### src/rtl/demux5to1_reg.sv
// Registered 1-to-5 demultiplexer with per-slot valid/ready handshakes.
// Invalid selects are accepted and dropped, and tracked by a sticky flag and a saturating count.
module demux5to1_reg #(
  parameter int WIDTH = 16
) (
  input  logic             clk,
  input  logic             rst_n,
  input  logic [WIDTH-1:0] in_data,
  input  logic [2:0]       in_sel,
  input  logic             in_valid,
  output logic             in_ready,
  output logic [WIDTH-1:0] a0,
  output logic [WIDTH-1:0] a1,
  output logic [WIDTH-1:0] a2,
  output logic [WIDTH-1:0] a3,
  output logic [WIDTH-1:0] a4,
  output logic [4:0]       out_valid,
  input  logic [4:0]       out_ready,
  output logic             sel_err,
  output logic [7:0]       drop_cnt,
  input  logic             err_clr
);

  logic [WIDTH-1:0] r_data [5];
  logic [4:0]       r_valid;
  logic             r_sel_err;
  logic [7:0]       r_drop_cnt;

  logic [4:0] w_sel_hot;
  logic       w_sel_ok;
  logic [4:0] w_slot_free;
  logic       w_in_ready;
  logic       w_xfer;
  logic       w_drop;
  logic [4:0] w_load;
  logic [4:0] w_take;

  // NOTE: every always_comb output gets a default first, so no path can infer a latch.
  always_comb begin
    w_sel_hot = 5'b00000;
    w_sel_ok  = 1'b1;
    case (in_sel)
      3'd0:    w_sel_hot = 5'b00001;
      3'd1:    w_sel_hot = 5'b00010;
      3'd2:    w_sel_hot = 5'b00100;
      3'd3:    w_sel_hot = 5'b01000;
      3'd4:    w_sel_hot = 5'b10000;
      default: w_sel_ok  = 1'b0;
    endcase
  end

  // A slot can accept when empty or when its consumer drains it this same cycle.
  assign w_slot_free = ~r_valid | out_ready;
  assign w_in_ready  = w_sel_ok ? |(w_sel_hot & w_slot_free) : 1'b1;
  assign w_xfer      = in_valid & w_in_ready;
  assign w_drop      = w_xfer & ~w_sel_ok;
  assign w_load      = w_sel_hot & {5{w_xfer}};
  assign w_take      = r_valid & out_ready;

  // NOTE: the data registers are reset too, because a0-a4 must read zero during reset.
  always_ff @(posedge clk or negedge rst_n) begin
    if (!rst_n) begin
      for (int i = 0; i < 5; i++) r_data[i] <= '0;
    end else begin
      for (int i = 0; i < 5; i++) begin
        if (w_load[i]) r_data[i] <= in_data;
      end
    end
  end

  // NOTE: sequential state uses non-blocking assignments so every flop samples pre-edge values.
  always_ff @(posedge clk or negedge rst_n) begin
    if (!rst_n) begin
      r_valid <= 5'b00000;
    end else begin
      r_valid <= w_load | (r_valid & ~w_take);
    end
  end

  // A clear coinciding with a drop leaves the drop counted.
  always_ff @(posedge clk or negedge rst_n) begin
    if (!rst_n) begin
      r_sel_err  <= 1'b0;
      r_drop_cnt <= 8'd0;
    end else if (err_clr) begin
      r_sel_err  <= w_drop;
      r_drop_cnt <= w_drop ? 8'd1 : 8'd0;
    end else if (w_drop) begin
      r_sel_err  <= 1'b1;
      if (r_drop_cnt != 8'hFF) r_drop_cnt <= r_drop_cnt + 8'd1;
    end
  end

  assign in_ready  = w_in_ready;
  assign a0        = r_data[0];
  assign a1        = r_data[1];
  assign a2        = r_data[2];
  assign a3        = r_data[3];
  assign a4        = r_data[4];
  assign out_valid = r_valid;
  assign sel_err   = r_sel_err;
  assign drop_cnt  = r_drop_cnt;

endmodule
### config.mk
export PLATFORM = sky130hd
export DESIGN_NAME = demux5to1_reg
export DESIGN_NICKNAME = d
export VERILOG_FILES = /design/src/rtl/demux5to1_reg.sv
export SDC_FILE = /design/constraint.sdc
export NUM_CORES = 1
export LEC_CHECK = 0
export CORE_MARGIN = 10
export CORE_UTILIZATION = 41
export DETAILED_ROUTE_END_ITERATION = 16
export PLACE_DENSITY = 0.78
export SLEW_MARGIN = 20
export SYNTH_ARGS = -nofsm -noshare
export SYNTH_HDL_FRONTEND = slang
export SYNTH_SLANG_ARGS = --single-unit
### constraint.sdc
create_clock -name clk -period 1.69 [get_ports clk]
set_input_delay 0.2535 -clock clk [delete_from_list [all_inputs] [get_ports clk]]
set_output_delay 0.2535 -clock clk [all_outputs]
set_load 0.005 [all_outputs]
* Yosys cells after proc, flatten, opt, wreduce, memory -nomap -nowiden
Cells that the tools add are included.
** Storage, ports and cells
- Register bits after elaboration :: 94
- Input port bits :: 28
** Cells by class
- Bitwise operators :: 11
- Reductions and logical operators :: 6
- Add/subtract/negate cells :: 1
- Muxes and demuxes :: 9
- Eq/ne operators :: 5
** Operators with widths (number)
- $pmux W5 S5 :: 1
- $mux W8 :: 3
- $and A5 B5 Y5 :: 4
- $not A5 Y5 :: 2
- $or A5 B5 Y5 :: 2
- $reduce_or A5 Y1 :: 2
- $add A8 B1 Y8 const B :: 1
- $ne A8 B8 Y1 const B :: 1
- $eq A3 B2 Y1 const B :: 2
- $mux W1 :: 5
- $reduce_bool A2 Y1 :: 2
- $eq A3 B1 Y1 const B :: 1
- $eq A3 B3 Y1 const B :: 1
- $logic_not A3 Y1 :: 1
- $and A1 B1 Y1 :: 2
- $reduce_and A2 Y1 :: 1
- $not A1 Y1 :: 1

* Depth between registers and ports, before layout
- Word-level depth :: 9
- Depth in mapped cells :: 6

* Worst setup path after synthesis
Ideal clock, no wire load.
- Path kind :: reg2reg
- From :: register r_drop_cnt[0], in the netlist drop_cnt[0]
- To :: register r_drop_cnt[7], in the netlist drop_cnt[7]
- Setup slack :: 79 ps
- Period minus slack after synthesis :: 1611 ps
- Data required time :: 1612 ps
- Buffers on the path :: 0
- Cell stages (with the launch flop) :: 6
- Arrival time :: 1533 ps
- Path through :: dfrtp_1 ha_1 nand4_1 o21ai_2 or4_1 a21oi_1
** Between the ends
- Cells in the longest elaborated chain, start to end :: 4
** Ends and longest elaborated chain
- start: declaration :: RTL line 27 : logic [7:0] r_drop_cnt;
- start signal: assignment :: RTL line 87 : r_drop_cnt <= w_drop ? 8'd1 : 8'd0;
- start signal: assignment :: RTL line 90 : if (r_drop_cnt != 8'hFF) r_drop_cnt <= r_drop_cnt + 8'd1;
- $add A8 B1 Y8 :: RTL line 90
- $mux W8 :: RTL line 90
- $mux W8 :: RTL line 88 : end else if (w_drop) begin
- $mux W8 :: RTL line 85 : end else if (err_clr) begin
Parallel ways exist; a longest one is shown, timed or not. The select of a mux whose other input is x is not followed.
A chain may end at the register's enable or synchronous reset.

* Worst setup path after layout
- From :: register r_drop_cnt[0], in the netlist drop_cnt[0]
- To :: output drop_cnt[0]
** RTL lines
- end: declaration :: RTL line 20 : output logic [7:0] drop_cnt,
No word-level cell between the ends.

==> metrics.yaml <==
critical_path:
  cp.required_ps: 1440
  path_max_fanout: 6
  r2r_slack_ps: 140
  cp-start-kind: "flip-flop"
  worst-setup-path-type: "flip-flop to primary output"
  reg2reg_depth: 5
  critPathCaptureType: "primary output"
  cp.arrival_ps: 1370
power:
  power_leakage_nw: 2.40
  pwr-share-clk_pct: 26.1
  power_density_nw_per_um2: 1120
  power.internal_mw: 4.69
  irDropWorstVdd_mv: 0.647
  p_total_mw: 6.23
  power_frac_comb_pct: 27.3
  seqPwrFrac_pct: 46.6
  p_switching_mw: 1.54
  p_sw_share_pct: 24.7
synth:
  synthCells: 246
  ys_seq_elements: 94
  synth_fp_nets: 275
  synth-edff-count: 0
  synth_top_cell_by_area: "dfrtp_1"
  synth_cell_types: 38
  synth_area_sq_um: 3760
  synth.top_cell.area_share_pct: 62.6
  avgSynthCellArea_sq_um: 15.3
  synth.yosys.seq_area_share_pct: 62.6
  ys.flop_type: "dfrtp_1"
  synth-warning-count: 0
  ys_top_cells_by_area: "dfrtp_1, mux2_2, buf_6"
  async_flop_share_pct: 100
drt:
  wl_met1_mm: 3.74
  wl_met2_mm: 4.66
  top_layer_used: "met4"
  viasPerCell: 5.04
  dr_wl_met3_mm: 1.17
  wl_per_cell_um: 18.9
  drt-initial-drc-count: 34
  first_pass_iters: 4
  routed_wl_mm: 9.67
  drc: 0
  routed-via-count: 2579
  antenna_left: 0
floorplanning:
  start_util_pct: 42.7
  fp.dieW_um: 116
  num_io_pins: 123
  dieArea_sq_um: 13400
  core_sq_um: 8810
  die-height_um: 116
  row_count: 34
cts:
  cts_buffers: 9
  cts.clk_slew.worst_paths_ps: 100
  tritoncts: "built"
  clock_latency_ps: 350
  htree_levels: 3
  cts.sinks: 94
  clockRootBuffer: "clkbuf_8"
  cts.path.max_buffers: 2
grt:
  grtUsageTotal_pct: 14.7
  grt_max_degree: 36
  grt_pass1_vias: 2859
  grt.overflow.total: 0
  antenna_found_initial: 0
  grt_pass1_wl_mm: 15.4
timing:
  hold_viol_final: 0
  finalMaxSlewViolations: 0
  setup-violations-final: 0
  slew-limit-headroom_pct: 74.1
  clock_skew_ps: 11.4
  max_freq_mhz: 616
  period_minus_slack_ps: 1620
  rsz0062_at_grt: "no"
  tightestPinTransition_ps: 388
  post-route-period-util_pct: 96.0
  finalSetupTns_ps: 0
final_layout:
  nNetsFinal: 428
  antennaDiodeCount: 0
  area_growth_pct: 48.1
  drive_gt1_share_pct: 33.7
place:
  portBuffers: 122
  place_congestion: 0.768
  hpwl_mm: 7.30
job:
  cap_viol_max_count: 0
hold_path:
  min_path_type: "primary input to async pin"
run_status:
  status: "completed"
worst paths after layout:
| path | start | endpoint |
|---|---|---|
| setup / recovery | drop_cnt[0] | drop_cnt[0] |
| hold / removal | rst_n | a1[14] |
| setup reg to reg | drop_cnt[0] | drop_cnt[7] |
| hold reg to reg | a4[0] | a4[0] |
| max in group asynchronous | rst_n | out_valid[2] |
| min in group clk | a4[0] | a4[0] |
stage by stage:
stage / hold WS, ps / area [sq um] / instances / utilization [%] / worst slack, ps
finish: 363 / 5560 / 512 / 63.2 / 67.4
CTS: 364 / 5560 / 512 / 63.1 / 49.0
global route: 376 / 5560 / 512 / 63.2 / 5.54
detailed placement: 209 / 5330 / 494 / 60.5 / -354
global placement: 203 / 5330 / 494 / 60.5 / -292
floorplan: -42.1 / 3760 / 246 / - / 79.5
synth_stat cells (2+ instances only):
cell	number
nand2b_1	4
nand3_1	3
o211ai_1	4
dfrtp_1	94
nand4_2	2
nor2_1	6
o21ai_0	5
a21oi_1	2
xor2_1	2
nand2_1	8
nor2b_1	2
buf_2	2
buf_4	2
mux2_2	80
nand4_1	2
mux2i_1	3
buf_6	4
sequential cells by signal, summed over array words and instances, names as in the netlist:
signal	count
a1	16
out_valid	5
drop_cnt	8
a3	16
a2	16
a0	16
a4	16
sel_err	1
worst max-delay path: stages, from the launching register on:
cell and delay [ps]:
dfrtp_1 370, buf_4 150, clkdlybuf4s50_1 510
kinds of logic (layout without fill, tap and decap cells):
family / after synthesis / after routing / share of synthesized area [%]
flops: 94 / 94 / 62.6
mux: 83 / 83 / 24.8
simple gates: 39 / 39 / 6.69
compound gates: 16 / 16 / 2.83
buf+inv: 10 / 168 / 2.06
xor+xnor: 3 / 3 / 0.699
fa+ha+maj: 1 / 1 / 0.333
power groups by stage:
stage	clock network (mW)	registers, mW	logic [mW]
floorplan	0	2.98	0.453
global placement	0	2.93	1.70
detailed placement	0	2.96	1.73
CTS	1.68	2.91	1.74
global route	1.77	2.96	1.84
finish	1.62	2.90	1.70
layer usage:
metal | GRT usage, % | up-vias
met1 | 16.3 | 1287
met2 | 24.5 | 85
met3 | 7.60 | 8
li1 | - | 1199
met4 | 4.00 | 0
met5 | 0 | -
cells in the final DEF (no fill, tap or decap), types with 3 or more instances in the layout:
master	instances
dfrtp_1	94
nand2_1	8
nand3_1	3
mux2i_1	3
nand2b_1	4
buf_4	22
o211ai_1	4
mux2_2	80
buf_12	7
o21ai_0	4
clkdlybuf4s50_1	119
clkbuf_8	9
nor2_1	6
repair_timing:
item / CTS / global route
setup endpoints to repair: 1 / 2
gates resized for setup: 6 / 2
pin swaps: 0 / 1
cloned: 0 / 0
buffers inserted: 1 / 0
hold buffers: 1 / 0
hold endpoints to repair: 26 / 0
cell type report:
class	instances	area (sq um)
multi-input cells	142	1330
clock inverters	7	95.1
clock buffers	9	124
fillers	696	3240
inverters	1	3.75
well taps	108	135
repair buffers	151	1520
flip-flops and latches	94	2350
Note: power is estimated with default switching activity, not from simulation.
==> variant 1 (same settings) <==
Register the output `drop_cnt` once more; this adds one clock of latency there. The other outputs are not delayed to match.
--- a/src/rtl/demux5to1_reg.sv
+++ b/src/rtl/demux5to1_reg.sv
@@ -100,5 +100,7 @@
   assign out_valid = r_valid;
   assign sel_err   = r_sel_err;
-  assign drop_cnt  = r_drop_cnt;
+  always_ff @(posedge clk) begin
+    drop_cnt <= r_drop_cnt;
+  end
 
 endmodule
Check against the original RTL: not equivalent (a bounded check fails within 4 cycles, from zero or initial values and one cycle with rst_n low).
==> variant 1 against the unedited design <==
Critical path depth rose by 3; fmax fell by 1.9%; total power rose by 1.9%; sequential cell count rose by 8; clock power fell by 4%; routed wire length rose by 0.88%; worst setup slack got worse by 31 ps; design area rose by 3.1%; final cell count rose by 6.4%; area after synthesis rose by 4.3%; critical path type unchanged; critical endpoint is now in_ready; largest power group unchanged.
==> variant 1: results (changes against the unedited design) <==
[grt]
grtUsageMet1_pct=16.0  ; -0.33 points
met2_usage_pct=23.8  ; -0.64 points
grt_util_met3_pct=5.76  ; -1.8 points
grt_pass1_vias=2857  ; -0.070%
grt_pass1_wl_um=15900  ; +3.1%
grt_usage_pct=14.1  ; -0.60 points

[power]
p_seq_share_pct=48.9  ; +2.3 points
p_clk_share_pct=24.5  ; -1.6 points
p_leak_uw=0.00248  ; +3.5%
power.share.switching_pct=24.7  ; about the same
irDropWorstVdd_mv=0.575  ; -11%
intPower_uw=4780  ; +1.9%

[cts]
clock-sinks=102  ; +8.5%
htreeDepth=3  ; unchanged
root_buffer=clkbuf_8

[detailed_routing]
met2_length_um=4840  ; +3.8%
dr.first_iter.drc_count=80  ; +140%
firstDrtPassIters=4  ; unchanged
drt-met1-wl_um=4040  ; +8.0%
wire_per_inst_um=17.9  ; -5.2%
wl_met3_um=775  ; -34%
viasPerCell=4.84  ; -3.9%

[synth]
synth_area_leaders=dfrtp_1, mux2_2, dfxtp_1
syn_nets=283  ; +2.9%
synth_commonest_cells=dfrtp_1, mux2_2, dfxtp_1, nand2_1, nor2_1
synth_compound_area_share_pct=2.71  ; -0.12 points
ys_seq_area_share_pct=64.1  ; +1.5 points
synth-xor-area-share_pct=0.671  ; -0.029 points
muxShareOfSynthArea_pct=23.8  ; -1.0 points
ys_types=39  ; +2.6%
synth_fa_ha_area_share_pct=0.319  ; -0.014 points
postSynthCellCount=254  ; +3.3%
synthArstFlopShare_pct=92.2  ; -7.8 points

[sta]
worstMarginPinSlew_ps=328  ; -60.6 ps
fin_worst_skew_ps=14.6  ; +3.26 ps

[layout]
buf_share_pct=26.5  ; -0.84 points
multi_input_area_share_pct=23.3  ; -0.70 points
nFillCells=746  ; +7.2%
stdcell_area_sq_mm=0.00574  ; +3.1%
num-clock-buffers=10  ; +1
drive_above_1_share_pct=33.4  ; -0.25 points
fin_nets=440  ; +2.8%
regArea_sq_mm=0.00251  ; +6.8%
clk_share_pct=3.58  ; -0.36 points
final_cells=545  ; +6.4%
nNonClkBuffers=155  ; +2.6%
antennaDiodeCount=0  ; unchanged
comb.multi_input.count=142  ; unchanged

[place]
dp_hpwl_um=7500  ; +2.7%
placed_cells=525  ; +6.3%
dp_slack_ps=-436  ; -81.4 ps
routabilityCongestion=0.726  ; -5.5%
placed_area_sq_mm=0.00549  ; +3.1%

[critical_path]
slowest_delay_ps=390  ; -120 ps
cp_top_family=flip-flops
arrival_ps=1400  ; +30 ps
crit_slowest_cell=dfrtp_1
worstPathMaxFanout=3  ; -3

[outcome]
run_status=complete, no violations

==> variant 1: final timing paths <==
check	start	endpoint	slack, ps	cells past startpoint
worst max-delay path	out_valid[4]$_DFF_PN0_	in_ready	40	5
worst min-delay path	in_sel[2]	out_valid[4]$_DFF_PN0_	270	3
worst max register to register	r_drop_cnt[0]$_DFFE_PN0P_	r_drop_cnt[7]$_DFFE_PN0P_	140	5
worst min register to register	r_drop_cnt[4]$_DFFE_PN0P_	drop_cnt[4]$_DFF_P_	420	0
max in group asynchronous	rst_n	out_valid[1]$_DFF_PN0_	850	3
min in group asynchronous	rst_n	a3[8]$_DFFE_PN0P_	320	2
==> variant 1: timing repair <==
item | in CTS | in global routing
pin swaps | 1 | 2
hold buffers | 1 | 0
hold endpoints to repair | 14 | 0
setup endpoints to repair | 1 | 17
gates resized for setup | 6 | 4
buffers inserted | 0 | 3
==> variant 2 (config.mk and constraints unchanged) <==
Without the edit above. `WIDTH`: 16 -> 32.
--- a/src/rtl/demux5to1_reg.sv
+++ b/src/rtl/demux5to1_reg.sv
@@ -2,5 +2,5 @@
 // Invalid selects are accepted and dropped, and tracked by a sticky flag and a saturating count.
 module demux5to1_reg #(
-  parameter int WIDTH = 16
+  parameter int WIDTH = 32
 ) (
   input  logic             clk,
Ports: changed (6 resized); port bits go from 123 to 219. No check against the original RTL was run, so the function may have changed too.
==> variant 2 against the unedited design <==
The flow now finishes with violations (setup timing); via count is 74% higher; first-iteration DRC count grew to 3.2 times the old value; routed wire length is 94% higher; sequential power is 90% higher; total power is 100% higher; core utilization is 0.20 points higher; design area is 81% higher; worst setup slack worse by 72 ps; sequential cell count is 80 higher; area after synthesis is 77% higher; fmax is 4.3% lower; largest cell class unchanged; critical path depth is 3 higher; clock power is 150% higher; combinational power is 91% higher; highest routed layer unchanged.
==> variant 2: results (changes against the unedited design) <==
[synth]
postSynthCellCount=416  ; +69%
synth_ff_type=dfrtp_1
synthArstFlopShare_pct=100  ; unchanged
syn_nets=461  ; +68%
ys_types=36  ; -5.3%
synth_commonest_cells=dfrtp_1, mux2_2, buf_2
synth_area_leaders=dfrtp_1, mux2_2, buf_2
yosys_warnings=0  ; unchanged
ys_seq_area_share_pct=65.4  ; +2.8 points

[sta]
fin_worst_skew_ps=8.11  ; -3.28 ps
setup-violations-final=1  ; +1
worstMarginPinSlew_ps=458  ; +70.1 ps
worst_slack_ps=-4.85  ; -72.2 ps

[detailed_routing]
wire_per_inst_um=20.7  ; +9.7%
via_count=4493  ; +74%
dr.first_iter.drc_count=109  ; +220%
firstDrtPassIters=4  ; unchanged

[outcome]
violations=setup timing
run_status=finished, violations left

[cts]
cts_buffers=17  ; +8
clockBufferDepth=2  ; unchanged
htreeDepth=4  ; +1
clk_pin_slew_ps=70  ; -30 ps
root_buffer=clkbuf_16
insertion_delay_ps=430  ; +80 ps

[layout]
fin_nets=720  ; +68%
drive_above_1_share_pct=34.9  ; +1.2 points
final_cells=904  ; +77%
antennaDiodeCount=0  ; unchanged
nFillCells=1225  ; +76%

[critical_path]
arrival_ps=1440  ; +70 ps
worstPathMaxFanout=2  ; -4

[power]
irDropWorstVdd_mv=0.707  ; +9.2%
p_leak_uw=0.00439  ; +83%

[grt]
antenna_found_initial=0  ; unchanged
grt_usage_pct=17.4  ; +2.6 points
grt_max_degree=45  ; +25%
grt_pass1_wl_um=29600  ; +92%
grt_pass1_vias=5162  ; +81%

[place]
port_buffers=218  ; +79%
dp_slack_ps=-517  ; -163 ps
routabilityCongestion=0.792  ; +3.1%
dp_hpwl_um=13700  ; +88%
placed_cells=866  ; +75%

[min_path]
hold_class=input port to asynchronous set/reset pin

==> variant 2: changes by cell type after synthesis, sizes merged <==
| cell | delta |
|---|---|
| dfrtp | +80 |
| buf | +10 |
| mux2 | +80 |
==> variant 2: cell type report <==
class                           instances  area share [%]
Timing Repair Buffer                  259            26.1
Inverter                                1          0.0373
Multi-Input combinational cell        222            21.9
Tap cell                              216            2.68
Clock buffer                           19            4.50
Sequential cell                       174            43.3
Clock inverter                         13            1.50
==> variant 2: power by group <==
part	internal, uW	switching, uW
registers	5030	475
clock network	2290	1680
logic	2220	1020
==> variant 2: worst paths after layout <==
path                       slack (ps)                 endpoint              startpoint  depth (start not counted)
setup reg to reg                   50       a4[10]$_DFFE_PN0P_  out_valid[4]$_DFF_PN0_                          7
min in group clk                  330   out_valid[4]$_DFF_PN0_               in_sel[2]                          3
hold / removal                    310       a2[16]$_DFFE_PN0P_                   rst_n                          2
hold reg to reg                   500        a4[6]$_DFFE_PN0P_       a4[6]$_DFFE_PN0P_                          1
max in group asynchronous         760  drop_cnt[5]$_DFFE_PN0P_                   rst_n                          3
setup / recovery                   -5                 in_ready  out_valid[4]$_DFF_PN0_                          5
==> variant 2: kinds of logic (layout without fill, tap and decap cells) <==
kind of cell	count (synthesis)	after routing	synth area share [%]
XOR/XNOR	3	3	0.395
adder cells (fa/ha/maj)	1	1	0.188
AO/OA/AOI/OAI	16	16	1.60
AND/OR/NAND/NOR	39	39	3.34
multiplexers	163	163	27.5
flip-flops	174	174	65.4
buffers and inverters	20	292	1.62
==> variant 2: per-stage QoR <==
step | setup TNS [ps] | util (%) | instance area [sq um]
6_report | -4.85 | 63.4 | 10100
2_1_floorplan | 0 | - | 6660
4_1_cts | -27.6 | 63.0 | 10000
3_3_place_gp | -54620 | 59.2 | 9400
3_5_place_dp | -58650 | 59.2 | 9400
5_1_grt | -72.5 | 63.4 | 10100
==> variant 2: worst max-delay path, cell delays in order (launching register included) <==
cell      delay [ps]
dfrtp_1          380
nand2b_1         100
mux2i_1           80
o21a_1           190
o21ai_1          120
buf_2            140
==> variant 2: per-layer routing <==
metal	GRT usage (%)	part of all wire, %	up-vias
met4	6.69	2.1	0
met2	29.8	52	162
met1	18.1	37	2288
met3	8.06	9.4	28
li1	-	-	2015
met5	0	0	-
==> variant 2: timing repair <==
action                                  4_1_cts  5_1_grt
endpoints found under the setup margin       36       17
pin swaps                                     0        2
gates cloned                                  0        1
endpoints found under the hold margin        39        0
gates resized for setup                      10        7
hold buffers                                  1        0
buffers inserted                              0        4
